`src/rtl/gpio_stream_ctrl.sv`:
```
// PS-GPIO control splitter for the stream mux path: resynchronises the control word
// and commits enable/drop/sel only at packet boundaries of the monitored stream.
module gpio_stream_ctrl #(
  parameter int unsigned SEL_WIDTH     = 1,
  parameter int unsigned SYNC_STAGES   = 2,
  parameter int unsigned TIMEOUT       = 0,
  parameter int unsigned TIMEOUT_WIDTH = 16
) (
  input  logic                 clk,
  input  logic                 rst,
  input  logic [SEL_WIDTH+1:0] gpio,
  input  logic                 mon_tvalid,
  input  logic                 mon_tready,
  input  logic                 mon_tlast,
  output logic                 enable,
  output logic                 drop,
  output logic [SEL_WIDTH-1:0] sel,
  output logic                 pending,
  output logic                 switch_done,
  output logic                 timeout
);

  localparam int unsigned CFG_WIDTH = SEL_WIDTH + 2;
  localparam bit          TO_EN     = (TIMEOUT != 0);
  localparam logic [TIMEOUT_WIDTH-1:0] TO_LAST =
    TIMEOUT_WIDTH'(TO_EN ? (TIMEOUT - 1) : 0);

  typedef enum logic [0:0] {
    S_IDLE = 1'b0,
    S_WAIT = 1'b1
  } state_t;

  logic [CFG_WIDTH-1:0]     sync_q [SYNC_STAGES];
  logic [CFG_WIDTH-1:0]     req_c;
  logic [CFG_WIDTH-1:0]     cfg_c;
  logic                     in_packet_q;
  logic                     hs_c;
  logic                     commit_ok_c;
  logic                     commit_c;
  logic                     force_c;
  logic [TIMEOUT_WIDTH-1:0] cnt_q;
  logic [TIMEOUT_WIDTH-1:0] cnt_nxt;
  state_t                   state_q;
  state_t                   state_nxt;

  // Per-bit synchroniser; bits are not coherent, the latest request simply wins.
  always_ff @(posedge clk or posedge rst) begin
    if (rst) begin
      for (int unsigned i = 0; i < SYNC_STAGES; i++) begin
        sync_q[i] <= '0;
      end
    end else begin
      sync_q[0] <= gpio;
      for (int unsigned i = 1; i < SYNC_STAGES; i++) begin
        sync_q[i] <= sync_q[i-1];
      end
    end
  end

  assign req_c   = sync_q[SYNC_STAGES-1];
  assign cfg_c   = {sel, drop, enable};
  assign pending = (req_c != cfg_c);

  // A first beat without tlast closes the boundary until that packet's tlast.
  assign hs_c        = mon_tvalid & mon_tready;
  assign commit_ok_c = in_packet_q ? (hs_c & mon_tlast) : !(hs_c & !mon_tlast);

  always_ff @(posedge clk or posedge rst) begin
    if (rst) begin
      in_packet_q <= 1'b0;
    end else if (hs_c) begin
      in_packet_q <= !mon_tlast;
    end
  end

  always_ff @(posedge clk or posedge rst) begin
    if (rst) begin
      state_q <= S_IDLE;
      cnt_q   <= '0;
    end else begin
      state_q <= state_nxt;
      cnt_q   <= cnt_nxt;
    end
  end

  // Next state, timeout counter and commit decision.
  always_comb begin
    state_nxt = state_q;
    cnt_nxt   = cnt_q;
    commit_c  = 1'b0;
    force_c   = 1'b0;
    case (state_q)
      S_IDLE: begin
        cnt_nxt = '0;
        if (pending && commit_ok_c) begin
          commit_c = 1'b1;
        end else if (pending) begin
          state_nxt = S_WAIT;
        end
      end
      S_WAIT: begin
        if (!pending) begin
          state_nxt = S_IDLE;
          cnt_nxt   = '0;
        end else if (commit_ok_c) begin
          commit_c  = 1'b1;
          state_nxt = S_IDLE;
          cnt_nxt   = '0;
        end else if (TO_EN && (cnt_q == TO_LAST)) begin
          commit_c  = 1'b1;
          force_c   = 1'b1;
          state_nxt = S_IDLE;
          cnt_nxt   = '0;
        end else begin
          cnt_nxt = cnt_q + TIMEOUT_WIDTH'(1);
        end
      end
      default: begin
        state_nxt = S_IDLE;
        cnt_nxt   = '0;
      end
    endcase
  end

  // Committed configuration and status pulses.
  always_ff @(posedge clk or posedge rst) begin
    if (rst) begin
      enable      <= 1'b0;
      drop        <= 1'b0;
      sel         <= '0;
      switch_done <= 1'b0;
      timeout     <= 1'b0;
    end else begin
      switch_done <= commit_c;
      timeout     <= force_c;
      if (commit_c) begin
        enable <= req_c[0];
        drop   <= req_c[1];
        sel    <= req_c[CFG_WIDTH-1:2];
      end
    end
  end

endmodule
```
`config.mk`:
```
export PLATFORM = sky130hd
export DESIGN_NAME = gpio_stream_ctrl
export DESIGN_NICKNAME = d
export VERILOG_FILES = /design/src/rtl/gpio_stream_ctrl.sv
export SDC_FILE = /design/constraint.sdc
export NUM_CORES = 1
export LEC_CHECK = 0
export ABC_CLOCK_PERIOD_IN_PS = 1400
export CAP_MARGIN = 10
export CORE_MARGIN = 5
export CORE_UTILIZATION = 28
export CTS_CLUSTER_SIZE = 25
export DETAILED_ROUTE_END_ITERATION = 8
export HOLD_SLACK_MARGIN = 0.15
export SYNTH_ARGS = -nofsm -noshare
export SYNTH_HDL_FRONTEND = slang
export SYNTH_SLANG_ARGS = --single-unit
```
`constraint.sdc`:
```
create_clock -name clk -period 1.4 [get_ports clk]
set_clock_uncertainty 0.1 [all_clocks]
set_input_delay 0.28 -clock clk [delete_from_list [all_inputs] [get_ports clk]]
set_output_delay 0.28 -clock clk [all_outputs]
set_load 0.01 [all_outputs]
```
==> run summary, run 1 <==
Antenna diodes - 0
Failing checks - setup timing
Hpwl dp - 478 µm
Final cell count without fillers - 61
WL final - 642 µm
Max-slew violation count - 0
Global Route Usage Sum - 6.87%
Reg2reg setup slack - 0.21 ns
# clock sinks - 11
Mapped Area - 392 µm²
Status - complete, but fails checks
IO Count - 14
Clk Latency, worst-skew pair - 0.26 ns
Port Buf Inserts - 12
VDD IR max - 0.000527 V
Crit-path max FO - 2
Fin crit period - 1.58 ns
CP required - 1.02 ns
Warnings from Yosys - 0
First-pass GRT wire length - 972 µm
DIE WIDTH - 47.4 µm
1st-pass router iterations - 1
FF-to-FF path depth - 3
Crit path DAT - 1.20 ns
DP Worst Slack - -0.301 ns
FP Rows - 13
Clock transition at path regs - 0.07 ns
Largest net degree at the start of global routing - 12
Placement Cell Area - 546 µm²
Setup violators final - 1
Antenna Nets Post-Route - 0
Critical path launch point type - register
DR vias - 250
Leak pwr - 0.276 nW
Fraction of layout cells with a size suffix above 1 - 37.0%
Iter 0 DRT Violations - 0
Die Ht - 47.4 µm
Most common cell after layout, fill and taps aside - dfrtp_1
Synth Register Bits - 11
H-tree Lvls - 1
Clock buffer depth - 2
Library cells used by synthesis - 10
CTS Buf Count - 3
Root buf cell - clkbuf_4
DP Cell Count - 55
Residual DRC - 0
Syn nets - 34
Global route total overflow - 0
Fin nets - 55
Setup repair after global routing missed its margin - true
Tcrit/Tclk final - 113%
Post-synthesis sequential area ratio - 70.3%
Final Wtd Congestion - 0.722
Die area - 2250 µm²
Most frequent cells in the layout - dfrtp_1 (11), clkdlybuf4s50_1 (7), buf_4 (5)
Synth Area per Inst - 15.1 µm²
Total Power - 774 µW
CP Capture Type - primary output
Crit path kind - reg2out
Cells after Synth - 26
Final hold slack - 0.197 ns
Post-CTS Hold Buffers - 0
Max Fclk - 633 MHz
Power density over cell area - 1360 nW/µm²
Worst Hold Class - in2async
P&R area growth vs syn - 45.7%
Core ar. - 1320 µm²
Max Cap Viol - 0
Mean routed wirelength per cell - 10.5 µm
Vias in the first global route - 249
Initial Util - 29.7%
Setup WS post-layout - -0.180 ns
DR vias/cell - 4.10
Final hold violation count - 0
Initial antenna violation count - 0
TritonCTS clock tree - done
Cell area after layout - 571 µm²
[critical path, stage by stage (launching register included)]
cell	delay, ns
dfrtp_1	0.38
xor2_1	0.17
nor3_2	0.21
inv_1	0.05
buf_2	0.13
[area by class of cell]
cell class,count,area [µm²]
clock buffer,4,26.3
fill,128,747
inverter,3,11.3
multi-input combinational,11,103
sequential,11,275
tap,15,18.8
timing repair buffer,17,136
[routing by layer]
metal	routed length, µm	track usage (%)	part of all wire [%]
met1	226	6.35	35
met2	343	11.5	53
met3	55	2.30	8.6
met4	17	6.63	2.6
met5	0	0	0
[where the power goes]
part	switching, mW	leakage, nW	internal [mW]	total [mW]
Combinational	0.0799	0.133	0.117	0.197
Sequential	0.0176	0.128	0.355	0.372
Clock	0.0952	0.0150	0.110	0.205
[logic make-up after synthesis]
| family | Yosys count | synth area share, % |
|---|---|---|
| flops | 11 | 70.3 |
| buf+inv | 4 | 4.79 |
| xor+xnor | 3 | 6.71 |
| mux | 3 | 11.5 |
| compound gates | 2 | 3.51 |
| simple gates | 2 | 2.23 |
| other cells | 1 | 0.958 |
[through the flow]
stage | setup TNS (ns) | util (%)
2_1_floorplan | 0 | -
3_3_place_gp | -0.941 | 41.4
3_5_place_dp | -1.03 | 41.4
4_1_cts | -0.181 | 44.6
5_1_grt | -0.239 | 43.3
6_report | -0.180 | 43.3
[synth_stat cells, drive strengths merged]
cell	number	share of area (%)
a21oi	1	1.3
nor3	1	1.3
xor2	3	6.7
dfrtp	11	70
mux2	3	12
buf	1	1.9
nor2	1	0.96
a31o	1	2.2
inv	3	2.9
conb	1	0.96
[final timing paths]
check                       startpoint         to
max                           req_c[2]    pending
min                                rst  sync_q[3]
max reg2reg                in_packet_q        sel
min reg2reg                  sync_q[3]   req_c[0]
max in group asynchronous          rst  sync_q[5]
min in group clk             sync_q[3]   req_c[0]
[repair_timing]
item	4_1_cts	5_1_grt
pin swaps	2	0
buffers inserted	2	0
resized for setup	14	3
setup endpoints to repair	5	4
[sequential cells by signal, indices dropped and copies added (netlist names)]
name / flops
drop: 1
enable: 1
in_packet_q: 1
req_c: 3
sel: 1
switch_done: 1
sync_q: 3
(Power assumes the default switching activity.)
==> run 2, diff against run 1 <==
Settings changed: ABC_CLOCK_PERIOD_IN_PS 1400 to 1550.
Clock period 1.4 ns to 1.55 ns, I/O delays scaled along.
==> run 2 against run 1 <==
Effect of this change: the flow still finishes with violations (setup timing); critical path depth did not move; sequential power fell by 9.4%; sequential cell count did not move; via count fell by 5.2%; combinational power fell by 11%; first-iteration DRC count did not move; cell count fell by 1.6%; core utilization rose by 0.57 points; critical path type unchanged; largest cell class unchanged.
==> run summary, run 2 (same netlist as run 1, synthesis figures left out) <==
Status - complete, but fails checks
Failing checks - setup timing
Final hold slack - 0.234 ns (+0.0368 ns)
Iter 0 DRT Violations - 0 (unchanged)
IO Count - 14 (unchanged)
Largest net degree at the start of global routing - 12 (unchanged)
Initial antenna violation count - 0 (unchanged)
Global route total overflow - 0 (unchanged)
DR vias/cell - 3.95 (-3.6%)
Mean routed wirelength per cell - 10.7 µm (+1.3%)
FP Rows - 13 (unchanged)
Cell area after layout - 578 µm² (+1.3%)
Clock transition at path regs - 0.07 ns (about the same)
TritonCTS clock tree - done
Final core utilization - 43.9% (+0.57 points)
Met2 WL - 348 µm (+1.5%)
1st-pass router iterations - 1 (unchanged)
Global Route Usage Sum - 7.17% (+0.30 points)
WL final - 640 µm (-0.31%)
Residual DRC - 0 (unchanged)
Final cell count without fillers - 60 (-1.6%)
Hpwl dp - 518 µm (+8.4%)
Worst Path Buf+Inv - 2 (unchanged)
Total Power - 702 µW (-9.4%)
Slowest CP cell - dfrtp_1
First-pass GRT wire length - 1040 µm (+6.5%)
Post-Route Setup TNS - -0.0570 ns (+0.123 ns)
CP max stage delay - 0.39 ns (about the same)
Worst Hold Class - in2async
DP Cell Count - 55 (unchanged)
Clk Latency, worst-skew pair - 0.26 ns (about the same)
Power density over cell area - 1210 nW/µm² (-11%)
Crit path DAT - 1.20 ns (about the same)
Most common cell after layout, fill and taps aside - dfrtp_1
Fin nets - 54 (-1.8%)
DR vias - 237 (-5.2%)
Die area - 2250 µm² (unchanged)
Fin crit period - 1.61 ns
CP Capture Type - primary output
Fraction of layout cells with a size suffix above 1 - 28.9% (-8.1 points)
R2R Path Start - in_packet_q
Max Fclk - 622 MHz
Final hold violation count - 0 (unchanged)
Post-CTS Hold Buffers - 0 (unchanged)
Critical path launch point type - register
P&R area growth vs syn - 47.6%
Antenna Nets Post-Route - 0 (unchanged)
Die Ht - 47.4 µm (unchanged)
Top sig layer - met3
Worst setup path startpoint - req_c[1]
Initial Util - 29.7% (unchanged)
Placement Cell Area - 546 µm² (unchanged)
CTS Buf Count - 3 (unchanged)
Setup WS post-layout - -0.0570 ns (+0.123 ns)
Clock buffer depth - 2 (unchanged)
Met1 WL - 243 µm (+7.5%)
Max-slew violation count - 0 (unchanged)
Crit path max-delay family - flip-flops
CP required - 1.14 ns (+0.12 ns)
Leak pwr - 0.285 nW (+3.0%)
Crit-path cells - xor2_1 -> nor3_2 -> inv_1 -> buf_2
VDD IR max - 0.000475 V (-9.8%)
Tcrit/Tclk final - 104%
Core ar. - 1320 µm² (unchanged)
Vias in the first global route - 259 (+4.0%)
Crit-path max FO - 2 (unchanged)
Most frequent cells in the layout - dfrtp_1 (11), clkdlybuf4s50_1 (7), buf_4 (4)
Setup violators final - 1 (unchanged)
Port Buf Inserts - 12 (unchanged)
Root buf cell - clkbuf_4
WL met3 - 49 µm (-11%)
DP Worst Slack - -0.171 ns (+0.130 ns)
Crit path kind - reg2out
H-tree Lvls - 1 (unchanged)
# clock sinks - 11 (unchanged)
Antenna diodes - 0 (unchanged)
Max Cap Viol - 0 (unchanged)
Setup repair after global routing missed its margin - true
DIE WIDTH - 47.4 µm (unchanged)
Final Wtd Congestion - 0.699 (-3.2%)
run 2: cell types whose count changed in the layout (fill, tap and decap cells not counted):
cell	delta
dlymetal6s2s_1	+1
buf_4	-1
dlygate4sd2_1	+2
buf_2	-2
clkbuf_2	-1
run 2: area by class of cell:
class,instances,area (µm²)
inverter,3,11.3
clock buffer,4,26.3
timing repair buffer,16,144
sequential,11,275
multi-input combinational,11,103
tap,15,18.8
fill,128,739
run 2: what timing repair did:
action,in CTS,in global routing
buffers inserted,0,1
setup endpoints to repair,4,2
pin swaps,3,2
endpoints found under the hold margin,0,0
gates cloned,0,0
gates resized for setup,7,2
run 2: final timing paths:
kind                       depth (start not counted)  slack [ns]           to
max reg2reg                                        3        0.36          sel
min                                                2        0.23     req_c[0]
min reg2reg                                        0        0.25     req_c[1]
max                                                4       -0.06      pending
min in group clk                                   0        0.25     req_c[1]
max in group asynchronous                          2        0.83  switch_done
run 2: per-layer routing:
layer | track usage [%] | vias up
met4 | 4.97 | 0
met3 | 2.30 | 0
li1 | - | 116
met2 | 12.3 | 7
met5 | 0 | -
met1 | 7.26 | 114
run 2: where the power goes:
group	switching, mW	total, mW	internal (mW)
logic	0.0700	0.176	0.106
clock network	0.0889	0.188	0.0993
registers	0.0173	0.337	0.320
